File: src/rtl/fetch_pkg.sv
// Shared defaults and FSM encoding for the instruction fetch unit.
package fetch_pkg;

    localparam int unsigned ADDR_W_DEF = 7;
    localparam int unsigned INST_W_DEF = 32;
    localparam int unsigned DEPTH_DEF  = 4;

    typedef enum logic {
        ST_IDLE  = 1'b0,
        ST_FETCH = 1'b1
    } fetch_state_t;

    // Occupancy counter width able to represent 0..depth inclusive.
    function automatic int unsigned cnt_width(input int unsigned depth);
        return $clog2(depth + 1);
    endfunction

endpackage

File: src/rtl/fetch_fifo.sv
// Instruction buffer: circular FIFO with flush and a registered head entry
// that holds its last value while the buffer is empty.
module fetch_fifo #(
    parameter int unsigned DEPTH = 4,
    parameter int unsigned W     = 39,
    parameter int unsigned CNT_W = 3
) (
    input  logic             clk,
    input  logic             reset,
    input  logic             push,
    input  logic [W-1:0]     push_data,
    input  logic             pop,
    input  logic             flush,
    output logic [W-1:0]     head_data,
    output logic [CNT_W-1:0] count
);

    localparam int unsigned PTR_W = (DEPTH > 1) ? $clog2(DEPTH) : 1;

    logic [W-1:0]     mem [DEPTH];
    logic [PTR_W-1:0] rd_ptr_q, rd_ptr_d;
    logic [PTR_W-1:0] wr_ptr_q, wr_ptr_d;
    logic [CNT_W-1:0] count_q, count_d;
    logic [W-1:0]     head_q, head_d;
    logic             do_push, do_pop;

    function automatic logic [PTR_W-1:0] ptr_inc(input logic [PTR_W-1:0] p);
        return (32'(p) == DEPTH - 1) ? '0 : p + 1'b1;
    endfunction

    // Next pointers/count, and the entry that will sit at the head next cycle.
    always_comb begin
        do_push  = 1'b0;
        do_pop   = 1'b0;
        rd_ptr_d = rd_ptr_q;
        wr_ptr_d = wr_ptr_q;
        count_d  = count_q;
        head_d   = head_q;
        if (flush) begin
            rd_ptr_d = '0;
            wr_ptr_d = '0;
            count_d  = '0;
        end else begin
            do_pop  = pop && (count_q != '0);
            do_push = push && ((32'(count_q) != DEPTH) || do_pop);
            if (do_pop) begin
                rd_ptr_d = ptr_inc(rd_ptr_q);
            end
            if (do_push) begin
                wr_ptr_d = ptr_inc(wr_ptr_q);
            end
            count_d = count_q + CNT_W'(do_push) - CNT_W'(do_pop);
            if (count_d != '0) begin
                head_d = (do_push && (wr_ptr_q == rd_ptr_d)) ? push_data : mem[rd_ptr_d];
            end
        end
    end

    always_ff @(posedge clk) begin
        if (do_push) begin
            mem[wr_ptr_q] <= push_data;
        end
    end

    always_ff @(posedge clk or posedge reset) begin
        if (reset) begin
            rd_ptr_q <= '0;
            wr_ptr_q <= '0;
            count_q  <= '0;
            head_q   <= '0;
        end else begin
            rd_ptr_q <= rd_ptr_d;
            wr_ptr_q <= wr_ptr_d;
            count_q  <= count_d;
            head_q   <= head_d;
        end
    end

    assign head_data = head_q;
    assign count     = count_q;

endmodule

File: src/rtl/inst_fetch_unit.sv
// Instruction fetch unit: local instruction store, PC sequencer with branch
// redirect, and a small prefetch buffer feeding decode.
module inst_fetch_unit
    import fetch_pkg::*;
#(
    parameter int unsigned ADDR_W = ADDR_W_DEF,
    parameter int unsigned INST_W = INST_W_DEF,
    parameter int unsigned DEPTH  = DEPTH_DEF
) (
    input  logic              clk,
    input  logic              reset,
    input  logic              start,
    input  logic [ADDR_W-1:0] start_addr,
    input  logic              stop,
    input  logic              branch_taken,
    input  logic [ADDR_W-1:0] branch_target,
    input  logic              ls_we,
    input  logic [ADDR_W-1:0] ls_waddr,
    input  logic [INST_W-1:0] ls_wdata,
    output logic [INST_W-1:0] inst_out,
    output logic [ADDR_W-1:0] inst_pc,
    output logic              inst_valid,
    input  logic              inst_ready,
    output logic              fetch_busy,
    output logic [2:0]        buf_count
);

    localparam int unsigned CNT_W       = cnt_width(DEPTH);
    localparam int unsigned OCC_W       = CNT_W + 1;
    localparam int unsigned ENTRY_W     = INST_W + ADDR_W;
    localparam int unsigned STORE_DEPTH = 1 << ADDR_W;

    fetch_state_t      state_q, state_d;
    logic [ADDR_W-1:0] pc_q, pc_d;
    logic              in_flight_q;
    logic [ADDR_W-1:0] rd_pc_q;
    logic [INST_W-1:0] rd_data_q;
    logic [INST_W-1:0] store_mem [STORE_DEPTH];

    logic              issue, flush, push, pop;
    logic [OCC_W-1:0]  occ;
    logic [CNT_W-1:0]  fifo_count;
    logic [ENTRY_W-1:0] head_data;

    // Sequencer: state transitions, PC update, read issue and flush.
    always_comb begin
        state_d = state_q;
        pc_d    = pc_q;
        issue   = 1'b0;
        flush   = 1'b0;
        occ     = {1'b0, fifo_count} + OCC_W'(in_flight_q);
        unique case (state_q)
            ST_IDLE: begin
                if (start) begin
                    state_d = ST_FETCH;
                    pc_d    = start_addr;
                end
            end
            ST_FETCH: begin
                if (stop) begin
                    state_d = ST_IDLE;
                    flush   = 1'b1;
                end else if (branch_taken) begin
                    flush = 1'b1;
                    pc_d  = branch_target;
                end else if (occ < OCC_W'(DEPTH)) begin
                    issue = 1'b1;
                    pc_d  = pc_q + 1'b1;
                end
            end
            default: state_d = ST_IDLE;
        endcase
    end

    always_ff @(posedge clk or posedge reset) begin
        if (reset) begin
            state_q     <= ST_IDLE;
            pc_q        <= '0;
            in_flight_q <= 1'b0;
            rd_pc_q     <= '0;
        end else begin
            state_q     <= state_d;
            pc_q        <= pc_d;
            in_flight_q <= issue;
            if (issue) begin
                rd_pc_q <= pc_q;
            end
        end
    end

    // Local store: read-first, contents deliberately survive reset.
    always_ff @(posedge clk) begin
        if (ls_we) begin
            store_mem[ls_waddr] <= ls_wdata;
        end
        if (issue) begin
            rd_data_q <= store_mem[pc_q];
        end
    end

    // A flush both drops the returning read and cancels any same-cycle pop.
    assign push = in_flight_q && !flush;
    assign pop  = inst_valid && inst_ready && !flush;

    fetch_fifo #(
        .DEPTH (DEPTH),
        .W     (ENTRY_W),
        .CNT_W (CNT_W)
    ) u_fifo (
        .clk       (clk),
        .reset     (reset),
        .push      (push),
        .push_data ({rd_data_q, rd_pc_q}),
        .pop       (pop),
        .flush     (flush),
        .head_data (head_data),
        .count     (fifo_count)
    );

    assign inst_out   = head_data[ENTRY_W-1:ADDR_W];
    assign inst_pc    = head_data[ADDR_W-1:0];
    assign inst_valid = (fifo_count != '0);
    assign fetch_busy = (state_q == ST_FETCH);
    assign buf_count  = 3'(fifo_count);

endmodule

File: config.mk
export PLATFORM = sky130hd
export DESIGN_NAME = inst_fetch_unit
export DESIGN_NICKNAME = d
export VERILOG_FILES = /design/src/rtl/fetch_pkg.sv /design/src/rtl/fetch_fifo.sv /design/src/rtl/inst_fetch_unit.sv
export SDC_FILE = /design/constraint.sdc
export NUM_CORES = 2
export LEC_CHECK = 0
export CAP_MARGIN = 40
export CELL_PAD_IN_SITES_DETAIL_PLACEMENT = 0
export CELL_PAD_IN_SITES_GLOBAL_PLACEMENT = 1
export CORE_ASPECT_RATIO = 0.75
export CORE_MARGIN = 10
export CORE_UTILIZATION = 55
export CTS_CLUSTER_DIAMETER = 200
export CTS_CLUSTER_SIZE = 30
export DETAILED_ROUTE_END_ITERATION = 8
export PLACE_DENSITY = 0.76
export SYNTH_ARGS = -nofsm -noshare
export SYNTH_HDL_FRONTEND = slang
export SYNTH_MEMORY_MAX_BITS = 65536
export SYNTH_SLANG_ARGS = --single-unit
File: constraint.sdc
create_clock -name clk -period 5.35 [get_ports clk]
set_clock_uncertainty 0.2 [all_clocks]
set_input_delay 0.535 -clock clk [delete_from_list [all_inputs] [get_ports clk]]
set_output_delay 0.535 -clock clk [all_outputs]
set_load 0.01 [all_outputs]
; Yosys cells after proc, flatten, opt, wreduce, memory -nomap -nowiden
; Memory sizes are Yosys's and may differ from the RTL's. A register that Yosys moved wholly into a read port is not among the register bits.
; Index checks and enable logic that the tools add are counted.
; W data, S select, Z words.
[word_totals]
ff_bits = 23
latchBits = 0
ram_bits = 4252
mem_bits_ro = 0
output_inout_bits = 44
elab_cells = 64
memories = 2
[classes]
n_addsub = 6
n_mul = 0
n_div = 0
n_lt_le_gt_ge = 1
eq_ne = 6
shifts = 0
muxes = 28
n_bitwise = 2
reduce_logical = 12
[mem_list]
columns = name, depth, word_bits, read_ports, rd_clocked_by_memory_dff, wr, line_no
row1 = store_mem, 128, 32, 1, 1, 1, inst_fetch_unit.sv:38  ; logic [INST_W-1:0] store_mem [STORE_DEPTH];
row2 = u_fifo.mem, 4, 39, 1, 1, 1, fetch_fifo.sv:20  ; logic [W-1:0] mem [DEPTH];
[ops]
columns = operator, count
row1 = $mux W7, 4
row2 = $mux W1, 14
row3 = $mux W2, 7
row4 = $pmux W7 S2, 1
row5 = $add A7 B1 Y7 const B, 1
row6 = $reduce_bool A3 Y1, 2
row7 = $logic_and A1 B1 Y1, 5
row8 = $add A2 B1 Y2 const B, 2
row9 = $add A3 B1 Y4, 1
row10 = $eq A2 B2 Y1 const B, 2
row11 = $lt A4 B3 Y1 const B, 1
row12 = $ne A2 B2 Y1 const B, 2
row13 = $add A3 B1 Y3, 1
row14 = $mux W3, 1
row15 = $ne A3 B2 Y1 const B, 1
row16 = $ne A3 B3 Y1 const B, 1
row17 = $reduce_and A3 Y1, 1
row18 = $sub A3 B1 Y3, 1
row19 = $not A1 Y1, 2
row20 = $pmux W1 S2, 1
row21 = $reduce_and A2 Y1, 1
row22 = $reduce_bool A2 Y1, 1
row23 = $logic_not A1 Y1, 1
row24 = $logic_or A1 B1 Y1, 1

; Depth between registers and ports, before layout
[depth]
depth_word = 12
ltp_mapped = 15
depth_no_buf = 12

; Modules after synthesis
; From an unflattened synthesis, not the netlist that was laid out.
[unflattened]
cells_unflattened = 7613
area_unflattened_um2 = 166956.4
[modules_own_cells]
columns = module, instances, cells_per_inst, area_each_um2, seq_area_each_um2
row1 = inst_fetch_unit, 1, 7144, 158778.5, 124359.3
row2 = fetch_fifo, 1, 469, 8177.8, 5835.6

; Worst setup path before layout
; Ideal clock, no wire load.
[synth_path]
path_kind = input -> register
startpoint = in ls_we
endpoint = mem store_mem[92][0] (netlist name) (enable)
setup_ps = 461
arrival_time_ps = 3366
required_time_ps = 4689
slack_ps = 1323
stages = 3
path_buffers = 1
cell_sequence = clkbuf_1 nand4_1 nor3_1
[synth_via]
elab_chain_cells = 2
[synth_lines]
columns = element, line_no
row1 = start: declaration, inst_fetch_unit.sv:17  ; input logic ls_we,
row2 = $mux W1, inst_fetch_unit.sv:93  ; if (ls_we) begin
row3 = $mux W1 (implied by the code), inst_fetch_unit.sv:94  ; store_mem[ls_waddr] <= ls_wdata;
row4 = end: declaration, inst_fetch_unit.sv:38
; No other way between the ends.

==> key figures <==
Drt
  • Via density: 6.89
  • Initial DRC Count: 14353
  • DRC errors left: 0
  • Via count: roughly 84000
  • Iteration count of the initial detailed-routing pass: 6
  • Wire per inst: 38.3 um
  • Post-Route WL: 468 mm
  • Post-DRT Antenna Nets: 0

Synth
  • Syn Nets: 7724
  • Seq cells post-synth: 4346
  • Async SR Flop Fraction: roughly 1.4%
  • Syn. warnings: 0
  • Cell taking the most area after synthesis: edfxtp_1
  • Syn Area/Cell: 21.8 um2
  • Sequential element share of the synthesized area: a little under 80%
  • Synthesized area: 167000 um2
  • Top cell type's share of synthesized area: around 77%
  • EDFF count, synth: 4284
  • Cells after synthesis: approximately 7700
  • Post-synth cell types: 65
  • Ys flop type: edfxtp_1
  • Top post-synthesis cells by area: edfxtp_1, mux4_2, mux2i_1, dfrtp_1, mux2_2

Critical path
  • CP Data Arrival Time: 4.84 ns
  • Crit. End Element: register
  • Crit path max fanout: 48
  • CP required: 5.78 ns
  • Worst setup SP type: register
  • Crit Path Class: register to register

Global route
  • Largest net degree at the start of global routing: 87
  • Total gr overflow: 0
  • GR peak layer: met1
  • Vias in the first global route: ~80000
  • First-pass GRT wire length: 648 mm
  • Met1 GRT Util: 42.0%
  • GRT Total Usage: approximately 28%
  • Met2 usage: 39.5%
  • Initial antenna violation count: 51
  • Grt met3 use: a little under a tenth

Timing
  • Hold WS: about 0.032 ns
  • Tmin final: roughly 4.4 ns
  • Setup TNS: 0 ns
  • Final Slew Violations: 0
  • Worst-Margin Slew: 1.26 ns
  • Final setup violation count: 0
  • RSZ-0062 raised after global routing: no
  • Final period util: 82.4%
  • F_max: 0.227 GHz
  • Fin worst setup slack: 0.941 ns
  • Final hold viol count: 0
  • Slew headroom: 16.0%

Die
  • Top-Level Pins: 104
  • Die area: 326000 um2
  • Starting Density: 55.1%
  • Chip Width: 656 um
  • Die Y: 497 um
  • Site Rows: 175
  • Core outline area: 303000 um2

Pwr
  • Clock share of power: 21.1%
  • Tot Pwr: 74.8 mW
  • Sequential share of power: 51.6%
  • Internal power: 52.0 mW
  • Leakage: 56.9 nW
  • VDD IR-drop max: roughly 350 uV
  • Switching share of power: 30.5%
  • Proportion of power drawn by combinational gates: 27.4%
  • Psw: 22.8 mW
  • Areal power density over the cells: 411 nW/um2

Cells and area
  • Nets@finish: 8181
  • Area of the multi-input gates: 35100 um2
  • Most frequent cells in the layout: edfxtp_1, mux4_2, buf_4, mux2i_1, clkbuf_16
  • Sequential Area: 130000 um2
  • Most common cell after layout, fill and taps aside: edfxtp_1
  • Synth-to-layout area growth: 9.07%
  • Layout Cells excl Fill: about 12000
  • # fillers: 20968
  • Share of cells above drive strength 1: a little under a quarter

Flow run
  • # Max-Cap Violations: 0

Clock network
  • Clock Latency Late Sink: around 0.94 ns
  • Setup Fix Bufs, Post-CTS: 0
  • CTS tree: done
  • Worst-case clock buffer depth: 4
  • Reg clk slew, reported paths: 0.11 ns
  • Root Buffer: clkbuf_16
  • Num CTS Buffers: 170
  • # H-tree levels: 4
  • CTS Sinks: 4346

Placed design
  • DPL Wire Length: 295 mm
  • GP Congestion: 0.910
  • Dpl ws: 0.804 ns
  • Placed Cells: roughly 12000
  • IO Port Bufs: 103

Hold path
  • HP Class: primary input to register

Outcome
  • Status: finished clean
-- cells by family after synthesis --
logic type,Yosys count,share of synthesized area (%)
flops,4346,78.0
mux,1444,15.2
compound gates,772,3.39
simple gates,618,1.70
buf+inv,456,1.57
fa+ha+maj,10,0.0795
xor+xnor,8,0.0465
-- cell type report --
type,instances,area share (%)
Antenna cell,11,0.0151
Clock buffer,207,2.46
Clock inverter,3,0.0303
Inverter,11,0.0241
Multi-Input combinational cell,2852,19.3
Sequential cell,4346,71.6
Tap cell,4071,2.80
Timing Repair Buffer,730,3.80
-- metrics by stage --
stage	area, um2	utilization (%)
2_1_floorplan	167000	-
3_3_place_gp	176000	58.1
3_5_place_dp	177000	58.5
4_1_cts	182000	60.1
5_1_grt	182000	60.1
6_report	182000	60.1
-- critical path, cell delays in order, from the launching register on --
cell and delay, ns:
dfrtp_4 1.03, buf_12 0.33, buf_12 0.35, mux4_2 0.56, a22oi_1 0.48, a21oi_1 0.15
buf_4 0.22, a211oi_1 0.59, a21oi_1 0.12
-- state kept, by name, indices dropped and copies added (netlist names) --
register          cells
rd_pc_q               7
u_fifo.wr_ptr_q       2
u_fifo.mem          156
in_flight_q           1
pc_q                  7
rd_data_q            32
store_mem          4096
fetch_busy            1
u_fifo.rd_ptr_q       2
u_fifo.count          3
u_fifo.head_data     39
-- power by group through the flow --
stage          sequential (mW)  combinational, mW  clock (mW)
2_1_floorplan             38.9               11.5           0
3_3_place_gp              39.3               19.6           0
3_5_place_dp              39.3               20.0           0
4_1_cts                   38.5               20.0        15.9
5_1_grt                   38.6               21.2        17.0
6_report                  38.6               20.5        15.8
-- synthesized netlist by cell type (50+ instances only) --
cell / count
a211oi_1: 69
a21oi_1: 151
a22oi_1: 94
and2_1: 50
buf_2: 152
buf_4: 106
clkbuf_1: 130
dfrtp_1: 62
edfxtp_1: 4284
mux2_2: 77
mux2i_1: 506
mux4_2: 860
nand2_1: 164
nor2_1: 223
o221ai_1: 56
o22ai_1: 100
-- final timing paths --
| path | end | from | depth (start not counted) | slack, ns |
|---|---|---|---|---|
| max in group asynchronous | u_fifo.head_data[11] | reset | 4 | 3.48 |
| hold / removal | store_mem[68][0] | ls_wdata[0] | 1 | 0.03 |
| setup reg to reg | rd_data_q[31] | pc_q[1] | 8 | 0.94 |
| min in group asynchronous | u_fifo.head_data[22] | reset | 3 | 0.33 |
| setup / recovery | rd_data_q[31] | pc_q[1] | 8 | 0.94 |
| hold reg to reg | u_fifo.mem[2][19] | rd_data_q[12] | 0 | 0.36 |
-- metal layers --
layer  routed length (um)  share of wire (%)
met1               179000                 38
met5                  174              0.037
met4                18200                3.9
met2               202000                 43
met3                69000                 15
-- timing repair --
action	4_1_cts	5_1_grt
gates resized for setup	0	0
hold buffers	28	1
setup endpoints to repair	0	0
hold endpoints to repair	767	6
No activity file was read; power rests on OpenSTA's default activity.
